[src/rtl/retro1_ctl_pkg.sv]
// Shared types and default constants for the retro1 serial controller scanner.
package retro1_ctl_pkg;

    localparam int PORTS_DEF  = 2;
    localparam int BITS_DEF   = 16;
    localparam int CLKDIV_DEF = 4;

    typedef enum logic [2:0] {
        ST_IDLE  = 3'd0,
        ST_LATCH = 3'd1,
        ST_LOW   = 3'd2,
        ST_HIGH  = 3'd3,
        ST_DONE  = 3'd4
    } state_t;

endpackage

[src/rtl/retro1_sync2.sv]
// Two-flop synchroniser; resets to all ones because pad data idles high (released).
module retro1_sync2 #(
    parameter int WIDTH = 1
) (
    input  logic             clk,
    input  logic             reset,
    input  logic [WIDTH-1:0] d,
    output logic [WIDTH-1:0] q
);

    logic [WIDTH-1:0] meta;

    always_ff @(posedge clk) begin
        if (reset) begin
            meta <= '1;
            q    <= '1;
        end else begin
            meta <= d;
            q    <= meta;
        end
    end

endmodule

[src/rtl/retro1_controller_scanner.sv]
// Scans PORTS serial game pads (NES/SNES style) over a shared latch/clock pair and
// publishes the last complete set of button states with a one-cycle valid pulse.
module retro1_controller_scanner
    import retro1_ctl_pkg::*;
#(
    parameter int PORTS  = PORTS_DEF,
    parameter int BITS   = BITS_DEF,
    parameter int CLKDIV = CLKDIV_DEF
) (
    input  logic                       clk,
    input  logic                       reset,
    input  logic                       pause,
    input  logic                       poll,
    input  logic [PORTS-1:0]           ctl_data,
    output logic                       ctl_latch,
    output logic                       ctl_clk,
    output logic [PORTS-1:0][BITS-1:0] buttons,
    output logic                       valid,
    output logic                       busy,
    output logic [2:0]                 dbg_state
);

    localparam int DW = $clog2(CLKDIV);
    localparam int BW = $clog2(BITS);
    localparam logic [DW-1:0] DIV_LAST = DW'(CLKDIV - 1);
    localparam logic [BW-1:0] BIT_LAST = BW'(BITS - 1);

    state_t                     state;
    logic [DW-1:0]              div_cnt;
    logic [BW-1:0]              bit_cnt;
    logic                       half;
    logic                       pending;
    logic [PORTS-1:0]           data_s;
    logic [PORTS-1:0][BITS-1:0] shreg;
    logic [PORTS-1:0][BITS-1:0] shreg_next;
    logic                       div_end;

    retro1_sync2 #(.WIDTH(PORTS)) u_sync (
        .clk   (clk),
        .reset (reset),
        .d     (ctl_data),
        .q     (data_s)
    );

    // First bit out lands in bit 0 after BITS right-shifts.
    always_comb begin
        shreg_next = shreg;
        for (int p = 0; p < PORTS; p++) begin
            shreg_next[p] = {data_s[p], shreg[p][BITS-1:1]};
        end
    end

    assign div_end   = (div_cnt == DIV_LAST);
    assign busy      = (state != ST_IDLE);
    assign valid     = (state == ST_DONE) && !pause;
    assign dbg_state = state;

    // Valid/pending contract: poll is a one-cycle request; a request while busy
    // (or while paused in idle) is remembered once, extra requests are dropped.
    always_ff @(posedge clk) begin
        if (reset) begin
            state     <= ST_IDLE;
            div_cnt   <= '0;
            bit_cnt   <= '0;
            half      <= 1'b0;
            pending   <= 1'b0;
            ctl_latch <= 1'b0;
            ctl_clk   <= 1'b1;
            shreg     <= '0;
            buttons   <= '0;
        end else begin
            if (poll && (state != ST_IDLE || pause)) begin
                pending <= 1'b1;
            end
            if (!pause) begin
                case (state)
                    ST_IDLE: begin
                        if (poll || pending) begin
                            state     <= ST_LATCH;
                            ctl_latch <= 1'b1;
                            pending   <= 1'b0;
                            div_cnt   <= '0;
                            half      <= 1'b0;
                        end
                    end
                    ST_LATCH: begin
                        if (div_end) begin
                            div_cnt <= '0;
                            if (half) begin
                                shreg     <= shreg_next;
                                bit_cnt   <= BW'(1);
                                half      <= 1'b0;
                                ctl_latch <= 1'b0;
                                ctl_clk   <= 1'b0;
                                state     <= ST_LOW;
                            end else begin
                                half <= 1'b1;
                            end
                        end else begin
                            div_cnt <= div_cnt + 1'b1;
                        end
                    end
                    ST_LOW: begin
                        if (div_end) begin
                            div_cnt <= '0;
                            ctl_clk <= 1'b1;
                            state   <= ST_HIGH;
                        end else begin
                            div_cnt <= div_cnt + 1'b1;
                        end
                    end
                    ST_HIGH: begin
                        if (div_end) begin
                            div_cnt <= '0;
                            shreg   <= shreg_next;
                            if (bit_cnt == BIT_LAST) begin
                                buttons <= ~shreg_next;
                                state   <= ST_DONE;
                            end else begin
                                bit_cnt <= bit_cnt + 1'b1;
                                ctl_clk <= 1'b0;
                                state   <= ST_LOW;
                            end
                        end else begin
                            div_cnt <= div_cnt + 1'b1;
                        end
                    end
                    ST_DONE: begin
                        bit_cnt <= '0;
                        div_cnt <= '0;
                        half    <= 1'b0;
                        if (pending || poll) begin
                            pending   <= 1'b0;
                            ctl_latch <= 1'b1;
                            state     <= ST_LATCH;
                        end else begin
                            state <= ST_IDLE;
                        end
                    end
                    default: begin
                        state     <= ST_IDLE;
                        ctl_latch <= 1'b0;
                        ctl_clk   <= 1'b1;
                    end
                endcase
            end
        end
    end

endmodule

[config.mk]
export PLATFORM = sky130hd
export DESIGN_NAME = retro1_controller_scanner
export DESIGN_NICKNAME = d
export VERILOG_FILES = /design/src/rtl/retro1_ctl_pkg.sv /design/src/rtl/retro1_sync2.sv /design/src/rtl/retro1_controller_scanner.sv
export SDC_FILE = /design/constraint.sdc
export NUM_CORES = 1
export LEC_CHECK = 0
export CORE_ASPECT_RATIO = 2
export CORE_MARGIN = 2
export CORE_UTILIZATION = 55
export CTS_CLUSTER_SIZE = 40
export DETAILED_ROUTE_END_ITERATION = 16
export PLACE_DENSITY = 0.81
export SLEW_MARGIN = 30
export SYNTH_ARGS = -nofsm -noshare
export SYNTH_HDL_FRONTEND = slang
export SYNTH_SLANG_ARGS = --single-unit
[constraint.sdc]
create_clock -name clk -period 3.27 [get_ports clk]
set_clock_uncertainty 0.2 [all_clocks]
set_input_delay 0.654 -clock clk [delete_from_list [all_inputs] [get_ports clk]]
set_output_delay 0.654 -clock clk [all_outputs]
set_load 0.1 [all_outputs]
# ---- Word-level counts from Yosys, hierarchy flattened
# Index checks and enable logic that the tools add are counted.
dict set report classes {
  addsub 2
  mul 0
  div 0
  n_lt_le_gt_ge 0
  n_eq_ne 13
  shifts 0
  muxes 36
  n_bitwise 4
  n_reduce_logical 22
}
# operator n
set ops {}
lappend ops {{$mux 32} 3}
lappend ops {{$pmux 32 s2} 1}
lappend ops {{$not 32->32} 1}
lappend ops {{$mux 3} 6}
lappend ops {{$mux 4} 4}
lappend ops {{$pmux 3 s5} 1}
lappend ops {{$mux 1} 14}
lappend ops {{$ne 2x2->1 const B} 6}
lappend ops {{$pmux 4 s3} 1}
lappend ops {{$reduce_and 6->1} 2}
lappend ops {{$reduce_bool 3->1} 4}
lappend ops {{$reduce_and 5->1} 2}
lappend ops {{$reduce_and 4->1} 2}
lappend ops {{$reduce_and 7->1} 1}
lappend ops {{$eq 3x2->1 const B} 2}
lappend ops {{$pmux 1 s3} 2}
lappend ops {{$pmux 2 s3} 1}
lappend ops {{$add 4x1->4 const B} 1}
lappend ops {{$eq 4x4->1 const B} 1}
lappend ops {{$mux 2} 2}
lappend ops {{$pmux 1 s4} 1}
lappend ops {{$reduce_or 2->1} 2}
lappend ops {{$eq 3x1->1 const B} 1}
lappend ops {{$eq 3x3->1 const B} 1}
lappend ops {{11 further kinds} 15}
dict set report word_totals {
  regBits 81
  latchBits 0
  mem_bits_rw 0
  romBits 0
  input_bits 6
  out_inout_bits 39
  elab_cells 90
  n_memories 0
}

# ---- Longest topological paths before layout
dict set report logic_depth {
  ltp_word 7
  mapped_depth 7
  depth_no_buf 5
}

# ---- Hierarchy
# From an unflattened synthesis, not the netlist that was laid out.
dict set report unflattened {
  cells_unflattened 371
  hier_area_um2 3101.7
}
# module instances cells_each area_each_um2 seq_area_each_um2
set modules_own_cells {}
lappend modules_own_cells {retro1_controller_scanner 1 363 2996.6 1501.4}
lappend modules_own_cells {retro1_sync2 1 8 105.1 80.1}

# ---- Worst setup path before layout
# No wires, ideal clock.
dict set report synth_path {
  kind {reg-to-output}
  start {register state[2] (netlist: dbg_state[2])}
  end {output valid}
  arrival_time_ns 3.535
  required_ns 2.416
  slack_ns -1.119
  path_stages_with_launch 4
  n_path_buf 1
  cell_sequence {dfxtp_1 > clkbuf_1 > inv_1 > nor3_1}
}
dict set report synth_between {
  elab_chain_len 2
}
# item line_no
set synth_rtl {}
lappend synth_rtl {{from (decl)} retro1_controller_scanner.sv:28} ;# state_t state;
lappend synth_rtl {{from (signal assigned)} retro1_controller_scanner.sv:62} ;# state <= ST_IDLE;
lappend synth_rtl {{from (signal assigned)} retro1_controller_scanner.sv:79} ;# state <= ST_LATCH;
lappend synth_rtl {{from (signal assigned)} retro1_controller_scanner.sv:95} ;# state <= ST_LOW;
lappend synth_rtl {{$eq 3x3->1} retro1_controller_scanner.sv:55} ;# assign valid = (state == ST_DONE) && !pause;
lappend synth_rtl {{$logic_and 1x1->1} retro1_controller_scanner.sv:55}
lappend synth_rtl {{to (decl)} retro1_controller_scanner.sv:18} ;# output logic valid,
# No other way between the ends.

# ---- Worst setup path after layout
dict set report layout_path {
  start {input pause}
  end {output valid}
}
dict set report layout_between {
  elab_chain_len 2
}
# item line_no
set layout_rtl {}
lappend layout_rtl {{from (decl)} retro1_controller_scanner.sv:12} ;# input logic pause,
lappend layout_rtl {{$logic_not 1->1} -}
lappend layout_rtl {{$logic_and 1x1->1} retro1_controller_scanner.sv:55}
# No other way between the ends.

==> metrics.cfg <==
[outcome]
status = completed

[synth]
synth-seq-cells = 79
synth_area_leaders = dfxtp_1, nand2_1, a21oi_1
synth_most_common_cell = nand2_1
synthFlopType = dfxtp_1
synth_top_cell_by_area = dfxtp_1
avgSynthCellArea_sq_um = 8.27
yosysWarnings = 0
async_flop_share_pct = 0
synth_edf_count = 0
synth_area_sq_um = 3100
synth_cell_types = 42
yosys-top-cells-count = nand2_1, dfxtp_1, a21oi_1
synth_seq_area_share_pct = 51.0
synth_nets = 383
postSynthCellCount = 375
netlist.area_leader.share_pct = 51.0

[critical_path]
critPathCaptureType = primary output
crit_fanout = 10
timing.critical_path.from_type = input pin
critical_path_required_ns = 2.42
critical_path_class = input pin to primary output
critPathArrivalTime_ns = 1.82

[timing]
period_minus_slack_ns = 2.67
tightest_slew_ns = 0.659
drv_slew = 0
finalSetupTns_ns = 0
fmax_mhz = 374
setup_viol_count_final = 0
min_period_over_period_pct = 81.7
rsz0062_at_grt = false
final-hold-violation-count = 0
setup_ws_ns = 0.599
relSlewSlack_pct = 56.1

[drt]
ant_nets = 0
vias = 2553
first_pass_iters = 4
drt_iter0_markers = 76
detail_route.wirelength_mm = 6.07
wl_per_cell_um = 12.8
drc = 0
via_per_inst = 5.39

[placed_design]
io_buffers = 44
gp_congestion = 0.907
place_ws_ns = 0.451
dp_cells = 458
placed_area_sq_um = 3470
dpl.hpwl_mm = 4.06

[floorplan]
fp.dieH_um = 110
initial_core_util_pct = 57.2
die_area_sq_um = 6290
core_sq_um = 5420
num_rows = 38
ios = 45
die_x_um = 57.1

[global_route]
grt_pass1_vias = 2388
grt_max_degree = 46
grt_antenna_before_repair = 0
grt_pass1_wl_mm = 10.4
overflow = 0
groute.usage.overall_pct = 21.1

[finish]
final_core_util_pct = 68.2
syn2layout_area_growth_pct = 19.3
drive_gt1_share_pct = 17.1
nets = 417
finalInstanceArea_sq_um = 3700
stdcell_count = 474
diodes = 0

[clock_tree]
cts_resized = 0
cts_tree = built
insertion_delay_ns = 0.34
clkTransAtPathRegs_ns = 0.07
post_cts_buffers = 0
clock_sinks = 79
hold_buffers = 0
cts-htree-levels = 3
numCtsBuffers = 9
clk_path_buf_depth = 2
cts-root-buf = clkbuf_8

[min_path]
hold_class = flip-flop to flip-flop

[power_and_ir_drop]
power_density_nw_per_um2 = 517
vdd_drop_max_uv = 532
p_leak_nw = 1.32

[flow_run]
cap_violations = 0

## report_power, final
| group | switching, W | total (W) | internal (W) |
|---|---|---|---|
| logic | 0.0000854 | 0.000116 | 0.0000309 |
| clock network | 0.000345 | 0.000815 | 0.000470 |
| registers | 0.0000116 | 0.000981 | 0.000969 |
## final cells by class
cell class                 count  area (sq um)
sequential                    79          1580
inverter                       3          11.3
clock buffer                  11           151
timing repair buffer          50           408
multi-input combinational    266          1390
tap                           60          75.1
clock inverter                 5          80.1
fill                         466          1720
## registers in the layout, summed over array words and instances (netlist names), 2 cells and up
register / count
dbg_state: 3
bit_cnt: 4
shreg: 30
u_sync.q: 2
buttons: 32
u_sync.meta: 2
div_cnt: 2
## stage by stage
stage	hold slack, ns	total power [W]
floorplan	0.189	0.00109
global placement	0.201	0.00112
detailed placement	0.206	0.00112
CTS	0.219	0.00193
global route	0.231	0.00197
finish	0.218	0.00191
## worst paths after layout
kind	startpoint	to	slack [ns]	cells after the start
max	pause	valid	0.60	3
min reg2reg	u_sync.meta[1]	u_sync.q[1]	0.22	1
max reg2reg	dbg_state[1]	buttons[22]	1.05	5
min	u_sync.meta[1]	u_sync.q[1]	0.22	1
## cells by family after synthesis
logic type	after synthesis	share of synthesized area, %
simple gates	168	25.9
xor+xnor	1	0.283
flops	79	51.0
compound gates	94	17.0
fa+ha+maj	2	0.807
mux	1	0.323
buf+inv	30	4.64
## per-layer routing
layer / vias to the layer above / track usage [%] / routed length (um)
li1: 1314 / - / -
met1: 1172 / 23.7 / 2470
met2: 54 / 36.3 / 3230
met3: 13 / 4.55 / 249
met4: 0 / 11.6 / 124
met5: - / 0 / 0
## placed cells by master (no fill, tap or decap), types with 4 or more instances in the layout
cell and n:
a21oi_1 68, or2_2 4, nor2_1 10, o21ai_0 6, buf_4 43, dfxtp_1 79
nand4_1 4, nand2b_1 35, clkdlybuf4s50_1 4, clkbuf_8 11, nand2_1 97
## critical path: stages
cell and delay, ns:
clkdlybuf4s50_1 0.66, nor3_4 0.30, buf_12 0.20
(Power assumes the default switching activity.)
